--- src/rtl/dmem_addr_gen.sv ---
// dmem_addr_gen: strided address generator behind the DMem lane request arbiter.
// It latches the granted lane's base, stride and length. It then issues one
// address per valid/ready handshake. At the end it pulses the owning lane's
// term input so that the arbiter releases the grant.
// Optional build macro: DMEM_AGEN_WRAP_CHK_EN adds O_Err. With the macro defined,
// an address that would carry out of ADDR_W bits aborts the access.
module dmem_addr_gen #(
  parameter int ADDR_W   = 10,
  parameter int STRIDE_W = 10
) (
  input  logic                clock,
  input  logic                reset,
  input  logic [1:0]          I_GrantNo,
  input  logic [ADDR_W-1:0]   I_Length,
  input  logic [STRIDE_W-1:0] I_Stride,
  input  logic [ADDR_W-1:0]   I_Base_Addr,
  input  logic                I_Ready,
  output logic                O_Vld,
  output logic [ADDR_W-1:0]   O_Addr,
  output logic [1:0]          O_LaneNo,
  output logic                O_Term1,
  output logic                O_Term2,
  output logic                O_Term3,
  output logic                O_Busy
`ifdef DMEM_AGEN_WRAP_CHK_EN
  ,
  output logic                O_Err
`endif
);

  typedef enum logic [1:0] {
    S_IDLE    = 2'd0,
    S_RUN     = 2'd1,
    S_TERM    = 2'd2,
    S_RELEASE = 2'd3
  } state_t;

  state_t              r_state;
  state_t              w_nextState;
  logic [1:0]          r_lane;
  logic [ADDR_W-1:0]   r_curAddr;
  logic [ADDR_W-1:0]   r_stride;
  logic [ADDR_W-1:0]   r_remain;

  logic                w_start;
  logic                w_handshake;
  logic                w_lastBeat;
  logic                w_abort;
  logic [ADDR_W-1:0]   w_strideExt;
  logic [ADDR_W-1:0]   w_nextAddr;

  // The stride is brought to address width once, at latch time. Zero-extension
  // is used because the stride is unsigned. Any bits above ADDR_W are dropped.
  assign w_strideExt = ADDR_W'(I_Stride);

  assign w_start     = (r_state == S_IDLE) && (I_GrantNo != 2'b00);
  assign w_handshake = (r_state == S_RUN) && I_Ready;
  assign w_lastBeat  = (r_remain == ADDR_W'(1));

`ifdef DMEM_AGEN_WRAP_CHK_EN
  logic w_carry;
  logic r_err;

  // The carry out of the address add flags a wrap. A wrap only matters if
  // more beats would follow it.
  assign {w_carry, w_nextAddr} = {1'b0, r_curAddr} + {1'b0, r_stride};
  assign w_abort = w_handshake && w_carry && (r_remain > ADDR_W'(1));

  // The error flag is set by an abort. It stays sticky until the next accepted start.
  always_ff @(posedge clock or negedge reset) begin
    if (!reset) begin
      r_err <= 1'b0;
    end else if (w_start) begin
      r_err <= 1'b0;
    end else if (w_abort) begin
      r_err <= 1'b1;
    end
  end

  assign O_Err = r_err;
`else
  // Without the check, addresses wrap silently modulo 2^ADDR_W.
  assign w_nextAddr = r_curAddr + r_stride;
  assign w_abort    = 1'b0;
`endif

  // State register. An asynchronous reset drops any access in flight, and no
  // term pulse is issued for it.
  always_ff @(posedge clock or negedge reset) begin
    if (!reset) begin
      r_state <= S_IDLE;
    end else begin
      r_state <= w_nextState;
    end
  end

  // Next-state logic. RELEASE waits for the arbiter to drop the old grant, so a
  // stale grant is never taken as a new start.
  always_comb begin
    w_nextState = r_state;
    case (r_state)
      S_IDLE: begin
        if (w_start) begin
          w_nextState = (I_Length == '0) ? S_TERM : S_RUN;
        end
      end
      S_RUN: begin
        if (w_handshake && (w_lastBeat || w_abort)) begin
          w_nextState = S_TERM;
        end
      end
      S_TERM: begin
        w_nextState = S_RELEASE;
      end
      S_RELEASE: begin
        if (I_GrantNo != r_lane) begin
          w_nextState = S_IDLE;
        end
      end
      default: begin
        w_nextState = S_IDLE;
      end
    endcase
  end

  // Access context. Lane, base, stride and length are captured only on the
  // start edge, so later input changes cannot disturb a running access.
  always_ff @(posedge clock or negedge reset) begin
    if (!reset) begin
      r_lane    <= 2'b00;
      r_curAddr <= '0;
      r_stride  <= '0;
      r_remain  <= '0;
    end else if (w_start) begin
      r_lane    <= I_GrantNo;
      r_curAddr <= I_Base_Addr;
      r_stride  <= w_strideExt;
      r_remain  <= I_Length;
    end else if (w_handshake) begin
      r_curAddr <= w_nextAddr;
      r_remain  <= r_remain - ADDR_W'(1);
    end
  end

  // The outputs decode directly from registered state. They are glitch-free,
  // and they fall to zero as soon as reset asserts.
  assign O_Vld    = (r_state == S_RUN);
  assign O_Addr   = O_Vld ? r_curAddr : '0;
  assign O_LaneNo = r_lane;
  assign O_Term1  = (r_state == S_TERM) && (r_lane == 2'b01);
  assign O_Term2  = (r_state == S_TERM) && (r_lane == 2'b10);
  assign O_Term3  = (r_state == S_TERM) && (r_lane == 2'b11);
  assign O_Busy   = (r_state != S_IDLE);

endmodule

--- config.mk ---
export PLATFORM = sky130hd
export DESIGN_NAME = dmem_addr_gen
export DESIGN_NICKNAME = d
export VERILOG_FILES = /design/src/rtl/dmem_addr_gen.sv
export SDC_FILE = /design/constraint.sdc
export NUM_CORES = 1
export LEC_CHECK = 0
export CAP_MARGIN = 10
export CORE_MARGIN = 1.5
export CORE_UTILIZATION = 50
export DETAILED_ROUTE_END_ITERATION = 12
export PLACE_DENSITY = 0.87
export SYNTH_ARGS = -nofsm -noshare
export SYNTH_HDL_FRONTEND = slang
export SYNTH_SLANG_ARGS = --single-unit
--- constraint.sdc ---
create_clock -name clock -period 4.7 [get_ports clock]
set_input_delay 1.41 -clock clock [delete_from_list [all_inputs] [get_ports clock]]
set_output_delay 1.41 -clock clock [all_outputs]
set_load 0.01 [all_outputs]
---- Yosys cells after proc, flatten, opt, wreduce, memory -nomap -nowiden ----
Index checks and enable logic that the tools add are counted.
storage, ports and cells
  flip-flop bits (word level) ............. 34
  input bits .............................. 35
  output and inout bits ................... 17
cells by class
  add/subtract/negate cells ............... 2
  equal/unequal tests ..................... 11
  mux-type cells .......................... 10
  reductions and logical operators ........ 12
operator list
  kind                     number
  $mux W10                 5
  $add A10 B10 Y10         1
  $eq A10 B1 Y1 const B    1
  $logic_not A10 Y1        1
  $sub A10 B1 Y10 const B  1
  $eq A2 B2 Y1 const B     4
  $mux W2                  4
  $pmux W2 S4              1
  $logic_and A1 B1 Y1      6
  $reduce_bool A2 Y1       3
  $eq A2 B1 Y1 const B     2
  $ne A2 B2 Y1 const B     2
  $reduce_and A3 Y1        1
  $logic_not A2 Y1         1
  $ne A2 B1 Y1 const B     1
  $ne A2 B2 Y1             1

---- Longest topological paths before layout ----
  depth in word-level cells ............... 5
  gate-level depth with buffers ........... 8

---- Worst setup path after synthesis ----
No wires, ideal clock.
  kind .................................... register to output
  start ................................... register r_state[1]
  end ..................................... output port O_Addr[0]
  data arrival time ....................... 1128 ps
  data required time ...................... 3290 ps
  path slack .............................. 2162 ps
  cell stages (with the launch flop) ...... 5
  cells stage by stage .................... dfrtp_1 -> inv_1 -> ha_1 -> clkbuf_1 -> and2_1
on the way
  longest elaborated chain between the ends .. 2
RTL lines
  item                      RTL line  source
  start: declaration        38        state_t r_state;
  start signal: assignment  93        r_state <= w_nextState;
  $eq A2 B1 Y1              147       assign O_Vld = (r_state == S_RUN);
  via O_Vld                 18        output logic O_Vld,
  $mux W10                  148       assign O_Addr = O_Vld ? r_curAddr : '0;
  end: declaration          19        output logic [ADDR_W-1:0] O_Addr,
The timed path passes the listed nets, and every way through them passes these cells.

---- Worst setup path after layout ----
  start ................................... register r_state[1]
  end ..................................... output port O_Addr[2]
on the way
  longest elaborated chain between the ends .. 2
RTL lines
  item          RTL line
  $eq A2 B1 Y1  147
  $mux W10      148
Every way passes these cells.

==> results.sh <==
export IMPL_tightest_slew_ns=0.779
export IMPL_wl_um=4990
export IMPL_yosys_top_cells_area="dfrtp_1 (39%), nand2_1 (11%), ha_1 (8.6%), xnor2_1 (3.6%), o21ai_0 (3.4%)"
export IMPL_yosys_area_top_type="dfrtp_1"
export IMPL_path_delay_family="buffers and inverters"
export IMPL_hp_class="register to register"
export IMPL_p_switching_uw=879
export IMPL_crit_chain="inv_1, ha_1, and2_1, clkdlybuf4s50_1"
export IMPL_cts_root_buf="clkbuf_8"
export IMPL_h_tree_depth=2
export IMPL_grt_start_max_net_pins=35
export IMPL_period_share=0.737
export IMPL_clockBufferDepth=2
export IMPL_grt_pass1_vias=1888
export IMPL_slew_headroom=0.481
export IMPL_cp_max_fo=14
export IMPL_layout_drive_gt1_share=0.0712
export IMPL_crit_path_end_kind="primary output"
export IMPL_drt_initial_drc_count=147
export IMPL_synth_compound_area_frac=0.146
export IMPL_pwr_share_comb=0.572
export IMPL_post_place_ws_ns=1.43
export IMPL_ys_warn_count=0
export IMPL_synth_seq_cells=34
export IMPL_rows=23
export IMPL_grt_overflow_total=0
export IMPL_syn_inst=258
export IMPL_maxCapViolCount=0
export IMPL_nFillCells=349
export IMPL_cp_slowest_cell="clkdlybuf4s50_1"
export IMPL_p_seq_frac=0.293
export IMPL_p_int_uw=1130
export IMPL_hold_viol_final=0
export IMPL_die_w_um=69.2
export IMPL_clkLatencyLatePin_ns=0.29
export IMPL_cts_resized_gates=0
export IMPL_synth_simple_area_share=0.267
export IMPL_nets=359
export IMPL_cts_hold_buf=0
export IMPL_core_um2=4120
export IMPL_fin_crit_ns=3.47
export IMPL_synth_top_family_by_area="simple AND/OR/NAND/NOR gates"
export IMPL_reg2reg_slack_ns=2.22
export IMPL_syn_area_um2=2190
export IMPL_crit_buf_inv=2
export IMPL_dieArea_um2=4790
export IMPL_timing_fmax_mhz=289
export IMPL_post_dp_hpwl_um=3620
export IMPL_synth_avg_cell_area_um2=8.49
export IMPL_yosysSeqAreaShare=0.389
export IMPL_grt_setup_unrepaired="no"
export IMPL_clkTransAtPathRegs_ns=0.08
export IMPL_tns_ns=0
export IMPL_max_stage_delay_ns=0.54
export IMPL_worstPathRequired_ns=3.29
export IMPL_setup_viol=0
export IMPL_vdd_drop_max_uv=374
export IMPL_arrival_ns=2.06
export IMPL_synth_ff_type="dfrtp_1"
export IMPL_clock_sinks=34
export IMPL_detail_route_antenna_nets=0
export IMPL_sw_frac_of_total=0.437
export IMPL_vias=1950
export IMPL_synth_edff_count=0
export IMPL_leakagePower_uw=0.00126
export IMPL_gp_congestion=0.893
export IMPL_initial_core_util=0.532
export IMPL_ys_async_sr_fraction=1.00
export IMPL_final_cell_mix="nand2_1 (64), clkdlybuf4s50_1 (51), dfrtp_1 (34), nor2_1 (17), ha_1 (15)"
export IMPL_regArea_um2=851
export IMPL_crit_end="O_Addr[2]"
export IMPL_drc=0
export IMPL_r2r_end="r_remain[9]"
export IMPL_start_kind="register"
export IMPL_io_pin_count=52
export IMPL_r2r_cells=7
export IMPL_setup_ws_ns=1.23
export IMPL_antenna_found_initial=0
export IMPL_netlist_area_leader_share=0.389
export IMPL_multi_input_area_um2=1270
export IMPL_critPathKind="register to primary output"
export IMPL_status="finished, final reports clean"
export IMPL_synthXorXnorAreaFrac=0.0520
export IMPL_die_y_um=69.2
export IMPL_min_path_cells=2
export IMPL_yosysUniqueCellTypes=40
export IMPL_postCtsSetupBuffers=0
export IMPL_clkPwrFrac=0.136
export IMPL_muxShareOfSynthArea=0.0183
export IMPL_final_common_cell="nand2_1"
export IMPL_routedWlPerCell_um=13.9
export IMPL_numCtsBuffers=5
export IMPL_syn_nets=309
export IMPL_area_growth_pct=30.2
export IMPL_grt_pass1_wl_um=8740
export IMPL_r2r_start="r_state[1]"
export IMPL_critPathLaunch="r_state[1]"
export IMPL_crit_cells=4
export IMPL_synth_adder_area_share=0.0949
export IMPL_fin_skew_ns=0.0112
export IMPL_tritoncts="built"
export IMPL_power_density_nw_per_um2=706
export IMPL_firstDrtPassIters=4
export IMPL_io_buffers=51
export IMPL_viasPerCell=5.43
export IMPL_n_antenna_cell=0
export IMPL_drv_slew=0
export IMPL_track_usage=0.227
export IMPL_fin_util=0.693
worst min-delay path by stage:
stage / startpoint / to
6_report: r_stride[6] / r_stride[6]
3_3_place_gp: r_stride[4] / r_stride[4]
5_1_grt: r_stride[3] / r_stride[3]
4_1_cts: r_stride[6] / r_stride[6]
3_5_place_dp: r_stride[6] / r_stride[6]
2_1_floorplan: r_stride[0] / r_stride[0]
power by group through the flow:
stage,Clock [uW],Sequential [uW],Combinational (uW)
2_1_floorplan,0,562,832
3_3_place_gp,0,582,1100
3_5_place_dp,0,591,1140
4_1_cts,279,587,1150
5_1_grt,295,610,1290
6_report,273,589,1150
synth_stat cells, types with 4 or more instances:
cell type and instances:
xnor2_1 9, nor3_1 5, nand3_1 9, buf_2 7
and3_1 5, o21ai_0 15, and2_1 11, nor2_1 18
nand2_1 64, xor2_1 4, ha_1 15, mux2i_1 4
dfrtp_1 34, a21oi_1 13, inv_1 5, a31oi_1 4
final cells by class:
type / count / share of cell area
multi-input combinational: 208 / 0.446
sequential: 34 / 0.298
timing repair buffer: 54 / 0.187
clock buffer: 5 / 0.0241
tap: 50 / 0.0219
clock inverter: 3 / 0.0158
inverter: 5 / 0.00658
through the flow:
stage / cells / hold slack, ns / instance area, um2 / power (uW)
global route: 359 / 0.515 / 2850 / 2200
CTS: 359 / 0.487 / 2850 / 2020
detailed placement: 351 / 0.469 / 2740 / 1730
global placement: 351 / 0.466 / 2740 / 1680
finish: 359 / 0.487 / 2850 / 2010
floorplan: 258 / 0.450 / 2190 / 1390
tightest hold or removal path, delay by kind of cell (launching register included):
kind | cells | cell delay, ns
flip-flops | 1 | 0.35
AND/OR/NAND/NOR | 2 | 0.11
flip-flops by register name, summed over array words and instances, names as in the netlist:
signal,cells
r_remain,10
O_LaneNo,2
r_curAddr,10
r_stride,10
r_state,2
per-layer routing:
layer  routed length [um]  GRT usage  vias to the layer above
met5                    0          0                        -
met4                   72     0.0806                        0
met3                  218     0.0523                        4
met2                 2420      0.361                       46
met1                 2280      0.303                      918
li1                     -          -                      982
kinds of logic (layout without fill, tap and decap cells):
family	count (synthesis)	after routing
AO/OA/AOI/OAI	51	51
XOR/XNOR	13	13
flip-flops	34	34
multiplexers	4	4
buffers and inverters	16	67
adder cells (fa/ha/maj)	16	16
AND/OR/NAND/NOR	124	124
Power figures use the tool's default switching activity.
